<file path="src/rtl/ad_bus2wb_master_pkg.sv">
// ad_bus2wb_master_pkg: shared FSM encoding and defaults for the bus-to-Wishbone master
package ad_bus2wb_master_pkg;
    typedef enum logic [1:0] {IDLE, BUS, GAP} wb_state_t;
    localparam int TIMEOUT_CYCLES_DEF = 64;
    localparam logic [15:0] TIMEOUT_RDATA_DEF = 16'hDEAD;
endpackage

</file>
<file path="src/rtl/ad_bus2wb_master_req_buffer.sv">
// ad_req_buffer: strobe edge detect plus a one-deep pending request register
module ad_req_buffer
    import ad_bus2wb_master_pkg::*;
#(
    parameter int ADDR_WIDTH = 16,
    parameter int DATA_WIDTH = 16
) (
    input  logic                  clk,
    input  logic                  resetn,
    input  logic [ADDR_WIDTH-1:0] addr_bus,
    input  logic [DATA_WIDTH-1:0] data_bus_in,
    input  logic                  wr,
    input  logic                  rd,
    input  logic                  strobe,
    input  logic                  idle,
    input  logic                  err_clr,
    output logic                  req_valid,
    output logic [ADDR_WIDTH-1:0] req_addr,
    output logic [DATA_WIDTH-1:0] req_data,
    output logic                  req_we,
    output logic                  full,
    output logic                  overrun_err
);
    logic                  strb_q;
    logic                  new_req;
    logic                  push;
    logic                  drop;
    logic                  live_we;
    logic [ADDR_WIDTH-1:0] p_addr;
    logic [DATA_WIDTH-1:0] p_data;
    logic                  p_we;

    // only a lone rd makes a read; wr wins when both are high
    assign live_we   = wr | ~rd;
    assign new_req   = strobe & ~strb_q;
    assign push      = new_req & (idle ? full : ~full);
    assign drop      = new_req & ~idle & full;
    assign req_valid = full | new_req;
    assign req_addr  = full ? p_addr : addr_bus;
    assign req_data  = full ? p_data : data_bus_in;
    assign req_we    = full ? p_we : live_we;

    always_ff @(posedge clk or negedge resetn) begin
        if (!resetn) begin
            strb_q      <= 1'b0;
            full        <= 1'b0;
            p_addr      <= '0;
            p_data      <= '0;
            p_we        <= 1'b0;
            overrun_err <= 1'b0;
        end else begin
            strb_q      <= strobe;
            full        <= push | (full & ~idle);
            overrun_err <= drop | (overrun_err & ~err_clr);
            if (push) begin
                p_addr <= addr_bus;
                p_data <= data_bus_in;
                p_we   <= live_we;
            end
        end
    end
endmodule

</file>
<file path="src/rtl/ad_bus2wb_master.sv">
// ad_bus2wb_master: turns the bridge's level wr/rd/strobe bus into single Wishbone classic cycles
module ad_bus2wb_master
    import ad_bus2wb_master_pkg::*;
#(
    parameter int                   ADDR_WIDTH     = 16,
    parameter int                   DATA_WIDTH     = 16,
    parameter int                   WB_ADDR_WIDTH  = 18,
    parameter int                   TIMEOUT_CYCLES = TIMEOUT_CYCLES_DEF,
    parameter logic [DATA_WIDTH-1:0] TIMEOUT_RDATA = TIMEOUT_RDATA_DEF
) (
    input  logic                     clk,
    input  logic                     resetn,
    input  logic [ADDR_WIDTH-1:0]    addr_bus,
    input  logic [DATA_WIDTH-1:0]    data_bus_in,
    input  logic                     wr,
    input  logic                     rd,
    input  logic                     strobe,
    output logic [DATA_WIDTH-1:0]    data_bus_out,
    output logic [WB_ADDR_WIDTH-1:0] wb_adr_o,
    output logic [DATA_WIDTH-1:0]    wb_dat_o,
    input  logic [DATA_WIDTH-1:0]    wb_dat_i,
    output logic [DATA_WIDTH/8-1:0]  wb_sel_o,
    output logic                     wb_we_o,
    output logic                     wb_stb_o,
    output logic                     wb_cyc_o,
    input  logic                     wb_ack_i,
    input  logic                     err_clr,
    output logic                     busy,
    output logic                     timeout_err,
    output logic                     overrun_err
);
    wb_state_t             state;
    logic [7:0]            cnt;
    logic                  req_valid;
    logic [ADDR_WIDTH-1:0] req_addr;
    logic [DATA_WIDTH-1:0] req_data;
    logic                  req_we;
    logic                  full;
    logic                  to_hit;

    ad_req_buffer #(
        .ADDR_WIDTH(ADDR_WIDTH),
        .DATA_WIDTH(DATA_WIDTH)
    ) u_req (
        .clk        (clk),
        .resetn     (resetn),
        .addr_bus   (addr_bus),
        .data_bus_in(data_bus_in),
        .wr         (wr),
        .rd         (rd),
        .strobe     (strobe),
        .idle       (state == IDLE),
        .err_clr    (err_clr),
        .req_valid  (req_valid),
        .req_addr   (req_addr),
        .req_data   (req_data),
        .req_we     (req_we),
        .full       (full),
        .overrun_err(overrun_err)
    );

    assign busy   = (state != IDLE) | full;
    assign to_hit = (state == BUS) & ~wb_ack_i & (cnt == 8'(TIMEOUT_CYCLES - 1));

    always_ff @(posedge clk or negedge resetn) begin
        if (!resetn) begin
            state        <= IDLE;
            cnt          <= '0;
            wb_adr_o     <= '0;
            wb_dat_o     <= '0;
            wb_sel_o     <= '0;
            wb_we_o      <= 1'b0;
            wb_stb_o     <= 1'b0;
            wb_cyc_o     <= 1'b0;
            data_bus_out <= '0;
            timeout_err  <= 1'b0;
        end else begin
            timeout_err <= to_hit | (timeout_err & ~err_clr);
            case (state)
                IDLE: if (req_valid) begin
                    state    <= BUS;
                    cnt      <= '0;
                    wb_adr_o <= WB_ADDR_WIDTH'({req_addr, 1'b0});
                    wb_dat_o <= req_data;
                    wb_we_o  <= req_we;
                    wb_sel_o <= '1;
                    wb_stb_o <= 1'b1;
                    wb_cyc_o <= 1'b1;
                end
                BUS: if (wb_ack_i | to_hit) begin
                    state    <= GAP;
                    wb_sel_o <= '0;
                    wb_we_o  <= 1'b0;
                    wb_stb_o <= 1'b0;
                    wb_cyc_o <= 1'b0;
                    if (!wb_we_o) data_bus_out <= wb_ack_i ? wb_dat_i : TIMEOUT_RDATA;
                end else begin
                    cnt <= cnt + 8'd1;
                end
                GAP: state <= IDLE;
                default: state <= IDLE;
            endcase
        end
    end
endmodule

</file>
<file path="config.mk">
export PLATFORM = sky130hd
export DESIGN_NAME = ad_bus2wb_master
export DESIGN_NICKNAME = d
export VERILOG_FILES = /design/src/rtl/ad_bus2wb_master_pkg.sv /design/src/rtl/ad_bus2wb_master_req_buffer.sv /design/src/rtl/ad_bus2wb_master.sv
export SDC_FILE = /design/constraint.sdc
export NUM_CORES = 1
export LEC_CHECK = 0
export ABC_AREA = 1
export BUFFER_PORTS_ARGS = -buffer_cell sky130_fd_sc_hd__buf_4
export CAP_MARGIN = 40
export CORE_ASPECT_RATIO = 1.25
export CORE_MARGIN = 2
export CORE_UTILIZATION = 50
export DETAILED_ROUTE_END_ITERATION = 10
export PLACE_DENSITY = 0.76
export SLEW_MARGIN = 40
export SYNTH_ARGS = -nofsm -noshare
export SYNTH_HDL_FRONTEND = slang
export SYNTH_SLANG_ARGS = --single-unit
</file>
<file path="constraint.sdc">
create_clock -name clk -period 3.85 [get_ports clk]
set_input_delay 0.1925 -clock clk [delete_from_list [all_inputs] [get_ports clk]]
set_output_delay 0.1925 -clock clk [all_outputs]
set_load 0.02 [all_outputs]
</file>
==> metrics.md <==
| Metric | Value |
|---|---|
| Final worst setup slack | about 1.1 ns |
| Leak pwr | around 2.8 nW |
| RSZ-0062 raised after global routing | false |
| Crit-path cells | inv_2, ha_1, nand3_2, clkinv_1, or2_2 |
| CP max stage cell | clkinv_1 |
| Critical Path End Type | flip-flop |
| Vias per cell | around 5.1 |
| Warnings, synthesis | 0 |
| Max stage delay on crit path | about 0.58 ns |
| Setup Skew | 0.00831 ns |
| Post-Route Utilization | 0.631 |
| HP Class | in -> reg |
| Outcome | completed |
| Crit path time final | around 2.8 ns |
| Synthesized area per cell | 8.31 µm² |
| Fmax | between 300 and 400 MHz |
| # diodes | 0 |
| H-tree levels | 3 |
| Drt initial violations | 160 |
| TNS Setup | 0 ns |
| DRT antenna net count | 0 |
| Initial antenna violation count | 0 |
| Starting Density | 0.507 |
| Gr usage total | 0.225 |
| Critical Path RT | about 4 ns |
| Peak supply drop | around 0.00037 V |
| Post-Route WL | about 10000 µm |
| Maximum root-to-sink buffer count | 2 |
| Io pins | about 110 |
| Measured slew at the worst slew-check pin | between 0.7 and 0.8 ns |
| Row cnt | 38 |
| Commonest non-fill, non-tap cell in the layout | nand2_1 |
| FILL cells | between 700 and 800 |
| #FFs+latches synth | just under 100 |
| DIE AREA | ~9400 µm² |
| Worst path bufs/invs | 2 |
| CP Class | reg -> reg |
| DPL Wire Length | a little under 7000 µm |
| Detailed-router iteration count before antenna repair | 4 |
| Clock Latency Late Sink | between 0.3 and 0.4 ns |
| IO buf count | 110 |
| Sequential share of the synthesized area | 0.560 |
| CTS Root Cell | clkbuf_8 |
| Pwr Density | about 800 nW/µm² |
| Final net count | around 680 |
| Commonest non-fill, non-tap cells in the layout | nand2_1 (202), buf_4 (112), dfrtp_1 (97), nor2_1 (45), inv_1 (36) |
| Post-synth cell types | 27 |
| Tcrit/Tclk final | 0.727 |
| Worst-path fanout max | 37 |
| Setup Viol. Count Final | 0 |
| Max-cap viol count | 0 |
| GP Congestion | approximately 0.89 |
| Place WS | ~1.1 ns |
| Worst rel slew slack | 0.532 |
| Width of the die | roughly 87 µm |
| Via count | ~3700 |
| Clock slew at reported path FFs | ~0.090 ns |
| Hold WS | 0.0213 ns |
| Critical Path AT | ~3.1 ns |
| CTS tree | done |
| Vias in the first global route | ~3600 |
| First-pass GRT wire length | between 15000 and 20000 µm |
| DRC viols | 0 |
| Final Slew Violations | 0 |
| Num CTS Buffers | 9 |
| Setup Fix Bufs, Post-CTS | 0 |
| Power, Total | roughly 4.3 mW |
| Syn Inst Count | between 500 and 600 |
| Core box area | roughly 8600 µm² |
| Gr ovfl total | 0 |
| Top delay family on crit path | buffers and inverters |
| Hold Fails Final Rpt | 0 |
| P&R area growth vs syn | 24.6% |
| Layout cells sized above 1 | 0.240 |
| Die Ht | about 110 µm |
| Num Clock Sinks | 97 |
| Critical Path Start Type | flip-flop |
| Post-Syn Area | approximately 4300 µm² |
| Largest net degree at the start of global routing | 62 |
| Wire length per cell | 13.8 µm |
path summary, 6_finish.rpt:
check / startpoint / slack, ns / depth (start not counted) / to
setup / recovery: u_req.full / 1.05 / 5 / u_req.full
hold / removal: err_clr / 0.02 / 2 / u_req.overrun_err
setup reg to reg: u_req.full / 1.05 / 5 / u_req.full
hold reg to reg: data_bus_out[1] / 0.48 / 2 / data_bus_out[1]
max in group asynchronous: resetn / 2.55 / 3 / data_bus_out[13]
min in group asynchronous: resetn / 0.36 / 2 / data_bus_out[1]
where the power goes:
| group | internal, mW | leakage [nW] | switching (mW) | total (mW) |
|---|---|---|---|---|
| Combinational | 0.767 | 1.57 | 1.21 | 1.97 |
| Sequential | 1.47 | 1.17 | 0.265 | 1.73 |
| Clock | 0.271 | 0.0867 | 0.340 | 0.611 |
| Total | 2.51 | 2.82 | 1.81 | 4.32 |
cell usage after synthesis:
cell | instances | area [µm²]
nand3_1 | 25 | 125
ha_1 | 3 | 37.5
o32ai_1 | 1 | 8.76
buf_1 | 1 | 3.75
or2_2 | 12 | 75.1
o21a_1 | 1 | 7.51
o21ai_0 | 18 | 90.1
o21bai_1 | 1 | 7.51
a31oi_1 | 32 | 200
nor2_2 | 1 | 6.26
nand2_2 | 3 | 18.8
dfrtp_1 | 97 | 2430
buf_2 | 8 | 40.0
nand3_2 | 1 | 10.0
conb_1 | 1 | 3.75
nand4_1 | 6 | 37.5
nor3b_1 | 2 | 15.0
nor2_1 | 45 | 169
clkbuf_1 | 11 | 41.3
nand2_1 | 202 | 758
buf_4 | 6 | 45.0
buf_6 | 3 | 33.8
clkinv_1 | 1 | 3.75
inv_2 | 3 | 11.3
a21oi_4 | 1 | 16.3
o2111ai_1 | 1 | 8.76
inv_1 | 36 | 135
kinds of logic (layout without fill, tap and decap cells):
group / after synthesis / count (layout) / synth area share
AND/OR/NAND/NOR: 297 / 297 / 0.280
flip-flops: 97 / 97 / 0.560
buffers and inverters: 69 / 174 / 0.0724
AO/OA/AOI/OAI: 55 / 55 / 0.0782
adder cells (fa/ha/maj): 3 / 3 / 0.00866
other: 1 / 2 / 0.000865
metal layers:
metal	global-route usage	part of all wire	wire length [µm]
met1	0.299	0.44	4420
met2	0.364	0.49	4910
met3	0.0496	0.054	542
met4	0.0802	0.018	176
met5	0	0	0
sequential cells by signal (all words and copies together), names as in the netlist, 2 cells and up:
signal / flops
u_req.p_addr: 16
cnt: 8
u_req.p_data: 16
data_bus_out: 16
wb_adr_o: 16
state: 2
wb_dat_o: 16
worst reg2reg max path: cells and delay by family, from the launching register on:
family                   cells  cell delay, ns
buffers and inverters        2            1.11
flip-flops                   1            0.40
adder cells (fa/ha/maj)      1            0.36
AND/OR/NAND/NOR              2            0.82
per-stage QoR:
step / instance area (µm²) / std cells
after floorplan: 4340 / 523
after global placement: 5150 / 707
after detailed placement: 5180 / 708
after CTS: 5380 / 726
after global routing: 5400 / 728
final: 5400 / 728
cell type report:
| cell class | instances | area [µm²] | area share |
|---|---|---|---|
| Clock buffer | 14 | 163 | 0.0301 |
| Tap cell | 100 | 125 | 0.0232 |
| Timing Repair Buffer | 118 | 922 | 0.171 |
| Multi-Input combinational cell | 357 | 1600 | 0.297 |
| Inverter | 40 | 150 | 0.0278 |
| Sequential cell | 97 | 2430 | 0.449 |
| Clock inverter | 2 | 12.5 | 0.00232 |
timing repair:
item,4_1_cts,5_1_grt
hold endpoints to repair,61,0
gates resized for setup,0,0
hold buffers,2,0
(Power assumes the default switching activity.)
